## src/rtl/fpadd_pipe_if.sv

```systemverilog
// Handshake and data bundle for the pipelined floating-point adder.
// The master drives operands and accepts results; the slave is the adder.
interface fpadd_pipe_if #(
  parameter int EXP_W = 8,
  parameter int MAN_W = 23,
  parameter int TAG_W = 4
);
  localparam int W = 1 + EXP_W + MAN_W;

  logic             in_valid;
  logic             in_ready;
  logic [W-1:0]     in_a;
  logic [W-1:0]     in_b;
  logic             in_sub;
  logic [TAG_W-1:0] in_tag;
  logic             out_valid;
  logic             out_ready;
  logic [W-1:0]     out_result;
  logic [TAG_W-1:0] out_tag;
  logic             out_inexact;

  modport master (
    output in_valid, in_a, in_b, in_sub, in_tag, out_ready,
    input  in_ready, out_valid, out_result, out_tag, out_inexact
  );

  modport slave (
    input  in_valid, in_a, in_b, in_sub, in_tag, out_ready,
    output in_ready, out_valid, out_result, out_tag, out_inexact
  );
endinterface

```

## src/rtl/fpadd_pipe.sv

```systemverilog
// Three-stage floating-point adder/subtractor with round-to-nearest-even.
// S1 unpacks, orders operands by magnitude and aligns the smaller one;
// S2 adds or subtracts the aligned mantissas; S3 normalises and rounds.
// A single global stall freezes every stage while the result is not taken.
module fpadd_pipe #(
  parameter int EXP_W = 8,
  parameter int MAN_W = 23,
  parameter int TAG_W = 4
) (
  input logic         clk,
  input logic         reset,
  fpadd_pipe_if.slave bus
);
  localparam int W  = 1 + EXP_W + MAN_W;
  // hidden bit + mantissa + guard/round/sticky
  localparam int MX = MAN_W + 4;
  // one extra carry bit on top of the extended mantissa
  localparam int SW = MAN_W + 5;
  localparam logic [31:0] SH_MAX = 32'(MAN_W + 3);

  logic stall;

  // S1 combinational
  logic             a_sign, b_sign, a_is_l;
  logic [EXP_W-1:0] a_exp, b_exp, l_exp, s_exp;
  logic [MAN_W-1:0] a_man, b_man;
  logic [MX-1:0]    l_ext, s_ext;
  logic [31:0]      shamt;
  logic [2*MX-1:0]  s_wide;
  logic             s1_sign_d, s1_sub_d;
  logic [EXP_W-1:0] s1_exp_d;
  logic [MX-1:0]    s1_ml_d, s1_ms_d;

  // S1 registers
  logic             s1_valid_q, s1_sign_q, s1_sub_q;
  logic [EXP_W-1:0] s1_exp_q;
  logic [MX-1:0]    s1_ml_q, s1_ms_q;
  logic [TAG_W-1:0] s1_tag_q;

  // S2
  logic [SW-1:0]    s2_sum_d;
  logic             s2_valid_q, s2_sign_q;
  logic [EXP_W-1:0] s2_exp_q;
  logic [SW-1:0]    s2_sum_q;
  logic [TAG_W-1:0] s2_tag_q;

  // S3 combinational
  logic [EXP_W-1:0] lz, n_exp, f_exp;
  logic [MX-1:0]    norm;
  logic [MAN_W:0]   man_r;
  logic             rnd_up, ovf, is_zero, inx_d;
  logic [W-1:0]     res_d;

  // S3 / output registers
  logic             out_valid_q, out_inexact_q;
  logic [W-1:0]     out_result_q;
  logic [TAG_W-1:0] out_tag_q;

  assign stall           = out_valid_q & ~bus.out_ready;
  assign bus.in_ready    = ~stall;
  assign bus.out_valid   = out_valid_q;
  assign bus.out_result  = out_result_q;
  assign bus.out_tag     = out_tag_q;
  assign bus.out_inexact = out_inexact_q;

  // S1: unpack, pick the larger magnitude as L, align S with a sticky bit
  always_comb begin
    a_sign = bus.in_a[W-1];
    a_exp  = bus.in_a[W-2 -: EXP_W];
    a_man  = bus.in_a[MAN_W-1:0];
    b_sign = bus.in_b[W-1] ^ bus.in_sub;
    b_exp  = bus.in_b[W-2 -: EXP_W];
    b_man  = bus.in_b[MAN_W-1:0];
    a_is_l = {a_exp, a_man} >= {b_exp, b_man};
    // a zero exponent means a zero operand, so its hidden bit is clear
    if (a_is_l) begin
      l_exp     = a_exp;
      s_exp     = b_exp;
      l_ext     = {|a_exp, a_man, 3'b000};
      s_ext     = {|b_exp, b_man, 3'b000};
      s1_sign_d = a_sign;
    end else begin
      l_exp     = b_exp;
      s_exp     = a_exp;
      l_ext     = {|b_exp, b_man, 3'b000};
      s_ext     = {|a_exp, a_man, 3'b000};
      s1_sign_d = b_sign;
    end
    shamt = 32'(l_exp - s_exp);
    if (shamt > SH_MAX) shamt = SH_MAX;
    s_wide   = {s_ext, {MX{1'b0}}} >> shamt;
    s1_ms_d  = {s_wide[2*MX-1:MX+1], s_wide[MX] | (|s_wide[MX-1:0])};
    s1_ml_d  = l_ext;
    s1_exp_d = l_exp;
    s1_sub_d = a_sign ^ b_sign;
  end

  // S1 register stage
  always_ff @(posedge clk or posedge reset) begin
    if (reset) begin
      s1_valid_q <= 1'b0;
      s1_sign_q  <= 1'b0;
      s1_sub_q   <= 1'b0;
      s1_exp_q   <= '0;
      s1_ml_q    <= '0;
      s1_ms_q    <= '0;
      s1_tag_q   <= '0;
    end else if (!stall) begin
      s1_valid_q <= bus.in_valid;
      s1_sign_q  <= s1_sign_d;
      s1_sub_q   <= s1_sub_d;
      s1_exp_q   <= s1_exp_d;
      s1_ml_q    <= s1_ml_d;
      s1_ms_q    <= s1_ms_d;
      s1_tag_q   <= bus.in_tag;
    end
  end

  // S2: magnitude add or L-S; L >= S so the difference never goes negative
  always_comb begin
    s2_sum_d = s1_sub_q ? ({1'b0, s1_ml_q} - {1'b0, s1_ms_q})
                        : ({1'b0, s1_ml_q} + {1'b0, s1_ms_q});
  end

  // S2 register stage
  always_ff @(posedge clk or posedge reset) begin
    if (reset) begin
      s2_valid_q <= 1'b0;
      s2_sign_q  <= 1'b0;
      s2_exp_q   <= '0;
      s2_sum_q   <= '0;
      s2_tag_q   <= '0;
    end else if (!stall) begin
      s2_valid_q <= s1_valid_q;
      s2_sign_q  <= s1_sign_q;
      s2_exp_q   <= s1_exp_q;
      s2_sum_q   <= s2_sum_d;
      s2_tag_q   <= s1_tag_q;
    end
  end

  // S3: normalise (carry right-shift or leading-zero left-shift), then RNE round
  always_comb begin
    lz = '0;
    for (int i = 0; i < MX; i++) begin
      if (s2_sum_q[i]) lz = EXP_W'(MX - 1 - i);
    end
    if (s2_sum_q[SW-1]) begin
      norm  = {s2_sum_q[SW-1:2], s2_sum_q[1] | s2_sum_q[0]};
      n_exp = s2_exp_q + EXP_W'(1);
    end else begin
      norm  = s2_sum_q[MX-1:0] << lz;
      n_exp = s2_exp_q - lz;
    end
    // a normalised nonzero sum always has its top bit set
    is_zero = ~norm[MX-1];
    rnd_up  = norm[2] & (norm[1] | norm[0] | norm[3]);
    man_r   = {1'b0, norm[MX-2:3]} + (MAN_W+1)'(rnd_up);
    ovf     = man_r[MAN_W];
    f_exp   = ovf ? n_exp + EXP_W'(1) : n_exp;
    inx_d   = |norm[2:0];
    res_d   = {s2_sign_q, f_exp, man_r[MAN_W-1:0]};
    if (is_zero) begin
      res_d = '0;
      inx_d = 1'b0;
    end
  end

  // S3 / output register stage
  always_ff @(posedge clk or posedge reset) begin
    if (reset) begin
      out_valid_q   <= 1'b0;
      out_result_q  <= '0;
      out_tag_q     <= '0;
      out_inexact_q <= 1'b0;
    end else if (!stall) begin
      out_valid_q   <= s2_valid_q;
      out_result_q  <= res_d;
      out_tag_q     <= s2_tag_q;
      out_inexact_q <= inx_d;
    end
  end
endmodule

```

## src/flat_wrapper.sv

```systemverilog
// flat-port wrapper written by rule: the top's interface ports become plain ports
module fpadd_pipe_flat 
#(
  parameter int EXP_W = 8,
  parameter int MAN_W = 23,
  parameter int TAG_W = 4
)
  (clk, reset, bus_in_valid, bus_in_a, bus_in_b, bus_in_sub, bus_in_tag, bus_out_ready, bus_in_ready, bus_out_valid, bus_out_result, bus_out_tag, bus_out_inexact);
  fpadd_pipe_if #(.EXP_W(EXP_W), .MAN_W(MAN_W), .TAG_W(TAG_W)) bus_i ();
  input logic clk;
  input logic reset;
  input wire logic [$bits(bus_i.in_valid)-1:0] bus_in_valid;
  input wire logic [$bits(bus_i.in_a)-1:0] bus_in_a;
  input wire logic [$bits(bus_i.in_b)-1:0] bus_in_b;
  input wire logic [$bits(bus_i.in_sub)-1:0] bus_in_sub;
  input wire logic [$bits(bus_i.in_tag)-1:0] bus_in_tag;
  input wire logic [$bits(bus_i.out_ready)-1:0] bus_out_ready;
  output wire logic [$bits(bus_i.in_ready)-1:0] bus_in_ready;
  output wire logic [$bits(bus_i.out_valid)-1:0] bus_out_valid;
  output wire logic [$bits(bus_i.out_result)-1:0] bus_out_result;
  output wire logic [$bits(bus_i.out_tag)-1:0] bus_out_tag;
  output wire logic [$bits(bus_i.out_inexact)-1:0] bus_out_inexact;
  assign bus_i.in_valid = bus_in_valid;
  assign bus_i.in_a = bus_in_a;
  assign bus_i.in_b = bus_in_b;
  assign bus_i.in_sub = bus_in_sub;
  assign bus_i.in_tag = bus_in_tag;
  assign bus_i.out_ready = bus_out_ready;
  assign bus_in_ready = bus_i.in_ready;
  assign bus_out_valid = bus_i.out_valid;
  assign bus_out_result = bus_i.out_result;
  assign bus_out_tag = bus_i.out_tag;
  assign bus_out_inexact = bus_i.out_inexact;
  fpadd_pipe #(.EXP_W(EXP_W), .MAN_W(MAN_W), .TAG_W(TAG_W)) u_core (.clk(clk), .reset(reset), .bus(bus_i));
endmodule
```

## config.mk

```make
export PLATFORM = sky130hd
export DESIGN_NAME = fpadd_pipe_flat
export DESIGN_NICKNAME = d
export VERILOG_FILES = /design/src/rtl/fpadd_pipe_if.sv /design/src/rtl/fpadd_pipe.sv /design/src/flat_wrapper.sv
export SDC_FILE = /design/constraint.sdc
export NUM_CORES = 1
export LEC_CHECK = 0
export BUFFER_PORTS_ARGS = -buffer_cell sky130_fd_sc_hd__buf_4
export CORE_ASPECT_RATIO = 0.8
export CORE_MARGIN = 1
export CORE_UTILIZATION = 40
export DETAILED_ROUTE_END_ITERATION = 10
export REMOVE_ABC_BUFFERS = 1
export SYNTH_ARGS = -nofsm -noshare
export SYNTH_HDL_FRONTEND = slang
export SYNTH_SLANG_ARGS = --single-unit
```

## constraint.sdc

```tcl
create_clock -name clk -period 6.5 [get_ports clk]
set_clock_uncertainty 0.05 [all_clocks]
set_input_delay 0.325 -clock clk [delete_from_list [all_inputs] [get_ports clk]]
set_output_delay 0.325 -clock clk [all_outputs]
set_load 0.02 [all_outputs]
```

=== Yosys cells after proc, flatten, opt, wreduce, memory -nomap -nowiden ===
Index checks and enable logic that the tools add are counted.

* ROM bits: 0
* Bits in latches: 0
* RAM bits: 0
* Bits in registers: 149
* Memories kept: 0

* Shifts and indexed selects: 2
* Add/subtract/negate cells: 7
* Multiplexer cells: 39
* $mul: 0
* Order comparisons: 2
* Reduce and logical (&&, ||, !) cells: 4
* Bitwise logic cells: 10
* Eq/ne operators: 0
* Divide/modulo/power cells: 0

{| class="wikitable"
|+ Operator list
! kind !! count
|-
| two-way mux 5 bit || 27
|-
| two-way mux 27 bit || 3
|-
| two-way mux 32 bit || 2
|-
| right shift 54 x 32 -> 54 bit || 1
|-
| greater-than comparator 32 x 5 -> 1 bit, second input constant || 1
|-
| two-way mux 8 bit || 4
|-
| greater-or-equal comparator 31 bit || 1
|-
| adder 27 x 27 -> 28 bit || 1
|-
| two-way mux 28 bit || 1
|-
| subtractor 27 x 27 -> 28 bit || 1
|-
| OR reduction 27 bit || 1
|-
| << shifter 27 x 5 -> 27 bit || 1
|-
| adder 23 x 1 -> 24 bit || 1
|-
| adder 8 x 1 -> 8 bit, second input constant || 2
|-
| OR reduction 8 bit || 2
|-
| subtractor 8 x 8 -> 9 bit || 1
|-
| subtractor 8 x 5 -> 8 bit || 1
|-
| bitwise OR 1 bit || 4
|-
| OR reduction 3 bit || 1
|-
| AND 1 bit || 2
|-
| two-way mux 1 bit || 2
|-
| inverter 1 bit || 2
|-
| bitwise XOR 1 bit || 2
|}

=== Logic depth before layout (Yosys ltp) ===
* Word-level depth: 35
* Mapped depth: 32

=== Least setup slack after synthesis ===
Ideal clock, no wire load.

* Path kind: input port to flip-flop
* Start: input bus_in_b[28]
* End: register u_core.s1_ms_q[0]
* Stages: 29
* Path slack: 299 ps
* Arrival time: 6016 ps
* Cells stage by stage: inv_1 -> ha_1 -> a211oi_1 -> nor2_1 -> nor3_2 -> nand3_1 -> nor2_1 -> clkbuf_1 -> clkbuf_1 -> buf_1 -> clkbuf_1 -> nor2_1 -> a21oi_1 -> ha_1 -> nand3_1 -> o21a_1 -> o211ai_2 -> a21oi_2 -> or3_4 -> a2111oi_4 -> buf_2 -> mux2i_1 -> a21oi_1 -> nor4_2 -> mux2i_1 -> a311oi_1 -> nand4_1 -> nor4_1 -> o22ai_1

* Cells in the longest elaborated chain, start to end: 8
* Elaborated cells on any way between the ends: 11
* Those cells by class: add/sub: 1; order compare: 2; shift: 1; mux: 4; bitwise: 1; reduce/logical: 2

{| class="wikitable"
|+ RTL lines
! element !! RTL line !! RTL
|-
| start: declaration || flat_wrapper.sv:14 || <nowiki>input wire logic [$bits(bus_i.in_b)-1:0] bus_in_b;</nowiki>
|-
| greater-or-equal comparator 31 bit || fpadd_pipe.sv:74 || <nowiki>a_is_l = {a_exp, a_man} >= {b_exp, b_man};</nowiki>
|-
| two-way mux 8 bit || fpadd_pipe.sv:76 || <nowiki>if (a_is_l) begin</nowiki>
|-
| subtractor 8 x 8 -> 9 bit || fpadd_pipe.sv:89 || <nowiki>shamt = 32'(l_exp - s_exp);</nowiki>
|-
| greater-than comparator 32 x 5 -> 1 bit || fpadd_pipe.sv:90 || <nowiki>if (shamt > SH_MAX) shamt = SH_MAX;</nowiki>
|-
| two-way mux 32 bit || fpadd_pipe.sv:90 ||
|-
| right shift 54 x 32 -> 54 bit * || fpadd_pipe.sv:91 || <nowiki>s_wide = {s_ext, {MX{1'b0}}} >> shamt;</nowiki>
|-
| OR reduction 27 bit || fpadd_pipe.sv:92 || <nowiki>s1_ms_d = {s_wide[2*MX-1:MX+1], s_wide[MX] | (|s_wide[MX-1:0])};</nowiki>
|-
| bitwise OR 1 bit * || fpadd_pipe.sv:92 ||
|-
| end signal: assignment || fpadd_pipe.sv:114 || <nowiki>s1_ms_q <= s1_ms_d;</nowiki>
|-
| end: declaration || fpadd_pipe.sv:37 || <nowiki>logic [MX-1:0] s1_ml_q, s1_ms_q;</nowiki>
|}

Every way passes the cells marked *; elsewhere a longest branch is shown, timed or not.
A chain may end at the register's enable or synchronous reset.

=== Final worst setup path ===
* Start: register u_core.s2_sum_q[0]
* End: register u_core.out_result_q[30] (netlist: u_core.bus.out_result[30])

* Cells in the longest elaborated chain, start to end: 35
* Elaborated cells on any way between the ends: 39
* Those cells by class: add/sub: 3; shift: 1; mux: 31; bitwise: 4

{| class="wikitable"
|+ RTL lines
! element !! RTL line !! RTL
|-
| start: declaration || fpadd_pipe.sv:44 || <nowiki>logic [SW-1:0] s2_sum_q;</nowiki>
|-
| start signal: assignment || fpadd_pipe.sv:137 || <nowiki>s2_sum_q <= s2_sum_d;</nowiki>
|-
| two-way mux 5 bit (27 in series) || fpadd_pipe.sv:146 || <nowiki>if (s2_sum_q[i]) lz = EXP_W'(MX - 1 - i);</nowiki>
|-
| << shifter 27 x 5 -> 27 bit || fpadd_pipe.sv:152 || <nowiki>norm = s2_sum_q[MX-1:0] << lz;</nowiki>
|-
| two-way mux 27 bit || fpadd_pipe.sv:148 || <nowiki>if (s2_sum_q[SW-1]) begin</nowiki>
|-
| bitwise OR 1 bit (2 in series) || fpadd_pipe.sv:157 || <nowiki>rnd_up = norm[2] & (norm[1] | norm[0] | norm[3]);</nowiki>
|-
| AND 1 bit || fpadd_pipe.sv:157 ||
|-
| adder 23 x 1 -> 24 bit || fpadd_pipe.sv:158 || <nowiki>man_r = {1'b0, norm[MX-2:3]} + (MAN_W+1)'(rnd_up);</nowiki>
|-
| two-way mux 8 bit || fpadd_pipe.sv:160 || <nowiki>f_exp = ovf ? n_exp + EXP_W'(1) : n_exp;</nowiki>
|-
| two-way mux 32 bit * || fpadd_pipe.sv:163 || <nowiki>if (is_zero) begin</nowiki>
|-
| end signal: assignment || fpadd_pipe.sv:178 || <nowiki>out_result_q <= res_d;</nowiki>
|-
| end: declaration || fpadd_pipe.sv:56 || <nowiki>logic [W-1:0] out_result_q;</nowiki>
|}

Marks and branches as above.

==> flow_summary.ini <==
[finish]
layout-drive-gt1-share_pct = 12.6
fin_area_um2 = 15600
num-nets-final = 2039
final_common_cell = nand2_1
diodes = 0
final_cell_mix = 331 x nand2_1, 196 x nor2_1, 147 x buf_4
instances_no_fill = 2375
final_util_pct = 46.2
area_growth_syn_to_layout_pct = 13.1

[synth]
ys_types = 102
synth_edf_count = 0
yosysSeqAreaShare_pct = 26.4
syn_inst = 1845
ys_async_sr_fraction_pct = 100
yosys_warnings = 0
ys_ff_latch = 146
syn_avg_cell_area_um2 = 7.49
synth_flop_cell = dfrtp_1
netlist_area_um2 = 13800

[power_and_ir_drop]
power.density_nw_per_um2 = 462
power.leakage_nw = 6.89
ir_drop_mv = 0.196

[detailed_routing]
vias_per_cell = 5.76
ant_nets = 0
wl_per_cell_um = 18.4
drt_wl_total_mm = 43.8
drtPass1Iterations = 5
dr_total_vias = 13700
drc = 0
drt-initial-drc-count = 1265

[min_path]
min_to = u_core.s1_tag_q[0]$_DFFE_PP0N_
min_path_type = in2reg
hold_start = bus_in_tag[0]
whs_path_depth = 3

[die]
num_io_pins = 112
row_count = 60
start_util_pct = 40.8
die_w_um = 210
core_area_um2 = 33900
die-area_um2 = 35300
die_y_um = 168

[clocking]
cts_tree = done
ctsResizeCount = 0
post_cts_buffers = 0
clockBufferDepth = 2
htreeDepth = 4
holdBufCountCts = 1
clk_pin_slew_ps = 70
cts_sinks = 146
cts_made_buffers = 17
ctsRootBufferMaster = clkbuf_16
clock_latency_ps = 450

[worst_setup_path]
rrSetupSlack_ps = 970
critical_path.startpoint_type = flop
cp.required_ps = 6800
reg2reg_from = u_core.s2_sum_q[0]$_DFFE_PP0N_
end_kind = flop
path_max_fanout = 28
rr_worst_depth = 19
max_stage_delay_ps = 580
crit_top_cell = o31ai_1
worstPathCellList = buf_4 > nor3b_1 > o31ai_1 > a211oi_1 > o31ai_1 > a211oi_2 > o31ai_2 > a21oi_4 > inv_4 > mux4_2 > a2111oi_1 > a31oi_1 > a21oi_1 > and3_2 > and3b_1 > nand4_1 > nor4b_1 > a32oi_1 > o31ai_1
r2r-end = u_core.bus.out_result[30]$_DFFE_PP0N_
crit_type = reg2reg
arrival_ps = 5830
crit_slowest_cell = o31ai_2

[place]
port_buffers = 111
place_congestion = 0.920
dpl_worst_slack_ps = 684
dp_hpwl_mm = 33.4
dp_cells = 2341
placedInstanceArea_um2 = 15100

[timing]
max_freq_mhz = 181
hold_violations = 0
setup_ws_ps = 970
period_needed_ps = 5530
period_share_pct = 85.1
relSlewSlack_pct = 34.5
finalSetupViolCount = 0
worst_pin_slew_ps = 983
finalMaxSlewViolations = 0
rsz0062_at_grt = false

[global_route]
grtUsageTotal_pct = 25.1
grt_antenna_before_repair = 0
overflow = 0
grt_pass1_wl_mm = 70.7
grt_max_degree = 81
grt_pass1_vias = 12800

[job]
maxCapViolations = 0

[outcome]
outcome = finished, final reports clean
==> through the flow <==
| stage | TNS (ps) | hold slack [ps] | power (mW) |
|---|---|---|---|
| final | 0 | 19.2 | 7.22 |
| after global routing | 0 | 27.0 | 7.86 |
| after CTS | 0 | 1.41 | 7.23 |
| after detailed placement | 0 | 404 | 6.24 |
| after global placement | 0 | 395 | 6.18 |
| after floorplan | -73310 | 380 | 4.90 |
==> metal layers <==
metal  GRT usage (%)  routed length, um  vias up
met5               0                  0        -
met4            8.44               1150        0
met1            36.2              21500     6465
met2            38.1              19100      421
li1                -                  -     6732
met3            3.82               2030       62
==> worst max-delay path, delay by kind of cell, from the launching register on <==
| kind | cells | cell delay, ps |
|---|---|---|
| AOI/OAI and AO/OA | 11 | 2720 |
| and+or+nand+nor | 5 | 1400 |
| buffers and inverters | 2 | 480 |
| muxes | 1 | 410 |
| DFF | 1 | 360 |
==> state kept, by name, summed over array words and instances (netlist names) <==
name / count
u_core.s1_sub_q: 1
u_core.s1_ms_q: 27
u_core.s1_ml_q: 24
u_core.s1_tag_q: 4
u_core.s1_valid_q: 1
u_core.s2_sum_q: 28
u_core.s1_sign_q: 1
u_core.s2_sign_q: 1
u_core.s2_valid_q: 1
u_core.bus.out_tag: 4
u_core.bus.out_inexact: 1
u_core.s2_tag_q: 4
u_core.s1_exp_q: 8
u_core.bus.out_valid: 1
u_core.s2_exp_q: 8
u_core.bus.out_result: 32
==> how the worst max path moves through the flow <==
stage	start	to	cells past startpoint
final	u_core.s2_sum_q[0]$_DFFE_PP0N_	u_core.bus.out_result[30]$_DFFE_PP0N_	19
after global routing	bus_in_b[25]	u_core.s1_ms_q[0]$_DFFE_PP0N_	25
after CTS	u_core.s2_sum_q[0]$_DFFE_PP0N_	u_core.bus.out_result[30]$_DFFE_PP0N_	19
after detailed placement	bus_in_b[25]	u_core.s1_ms_q[0]$_DFFE_PP0N_	26
after global placement	bus_in_b[24]	u_core.s1_ms_q[0]$_DFFE_PP0N_	26
after floorplan	bus_in_b[23]	u_core.s1_ms_q[0]$_DFFE_PP0N_	23
==> where the power goes <==
| group | internal, mW | switching, mW | total, mW |
|---|---|---|---|
| registers | 1.25 | 0.437 | 1.69 |
| clock network | 0.509 | 0.448 | 0.957 |
| logic | 1.89 | 2.69 | 4.58 |
| total | 3.64 | 3.58 | 7.22 |
==> Yosys cell counts, drive strengths merged, types with 15 or more instances <==
library cell / instances / area [um2]
a21o: 16 / 121
o21ai: 126 / 631
nand3: 38 / 190
clkbuf: 74 / 278
a31oi: 53 / 332
nor2: 197 / 739
inv: 72 / 273
a22o: 15 / 131
a21oi: 127 / 654
o211ai: 24 / 185
nor4: 25 / 190
nor3: 34 / 185
nand2b: 15 / 93.8
dfrtp: 146 / 3650
nand2: 332 / 1260
xor2: 18 / 158
a211oi: 24 / 200
o31ai: 17 / 133
xnor2: 62 / 543
buf: 44 / 253
ha: 68 / 851
mux2i: 56 / 561
and3: 21 / 133
==> kinds of logic (layout without fill, tap and decap cells) <==
| group | count (synthesis) | after routing | share of synthesized area (%) |
|---|---|---|---|
| AO/OA/AOI/OAI | 541 | 541 | 26.1 |
| XOR/XNOR | 80 | 80 | 5.07 |
| adder cells (fa/ha/maj) | 69 | 69 | 6.30 |
| buffers and inverters | 191 | 256 | 5.84 |
| flip-flops | 146 | 146 | 26.4 |
| multiplexers | 74 | 74 | 5.85 |
| AND/OR/NAND/NOR | 744 | 744 | 24.4 |
==> final cells by class <==
type | count | area [um2]
well taps | 465 | 582
multi-input cells | 1508 | 9390
flip-flops and latches | 146 | 3650
inverters | 73 | 284
repair buffers | 151 | 1160
fillers | 3385 | 18200
clock buffers | 18 | 439
clock inverters | 14 | 118
(Power assumes the default switching activity.)
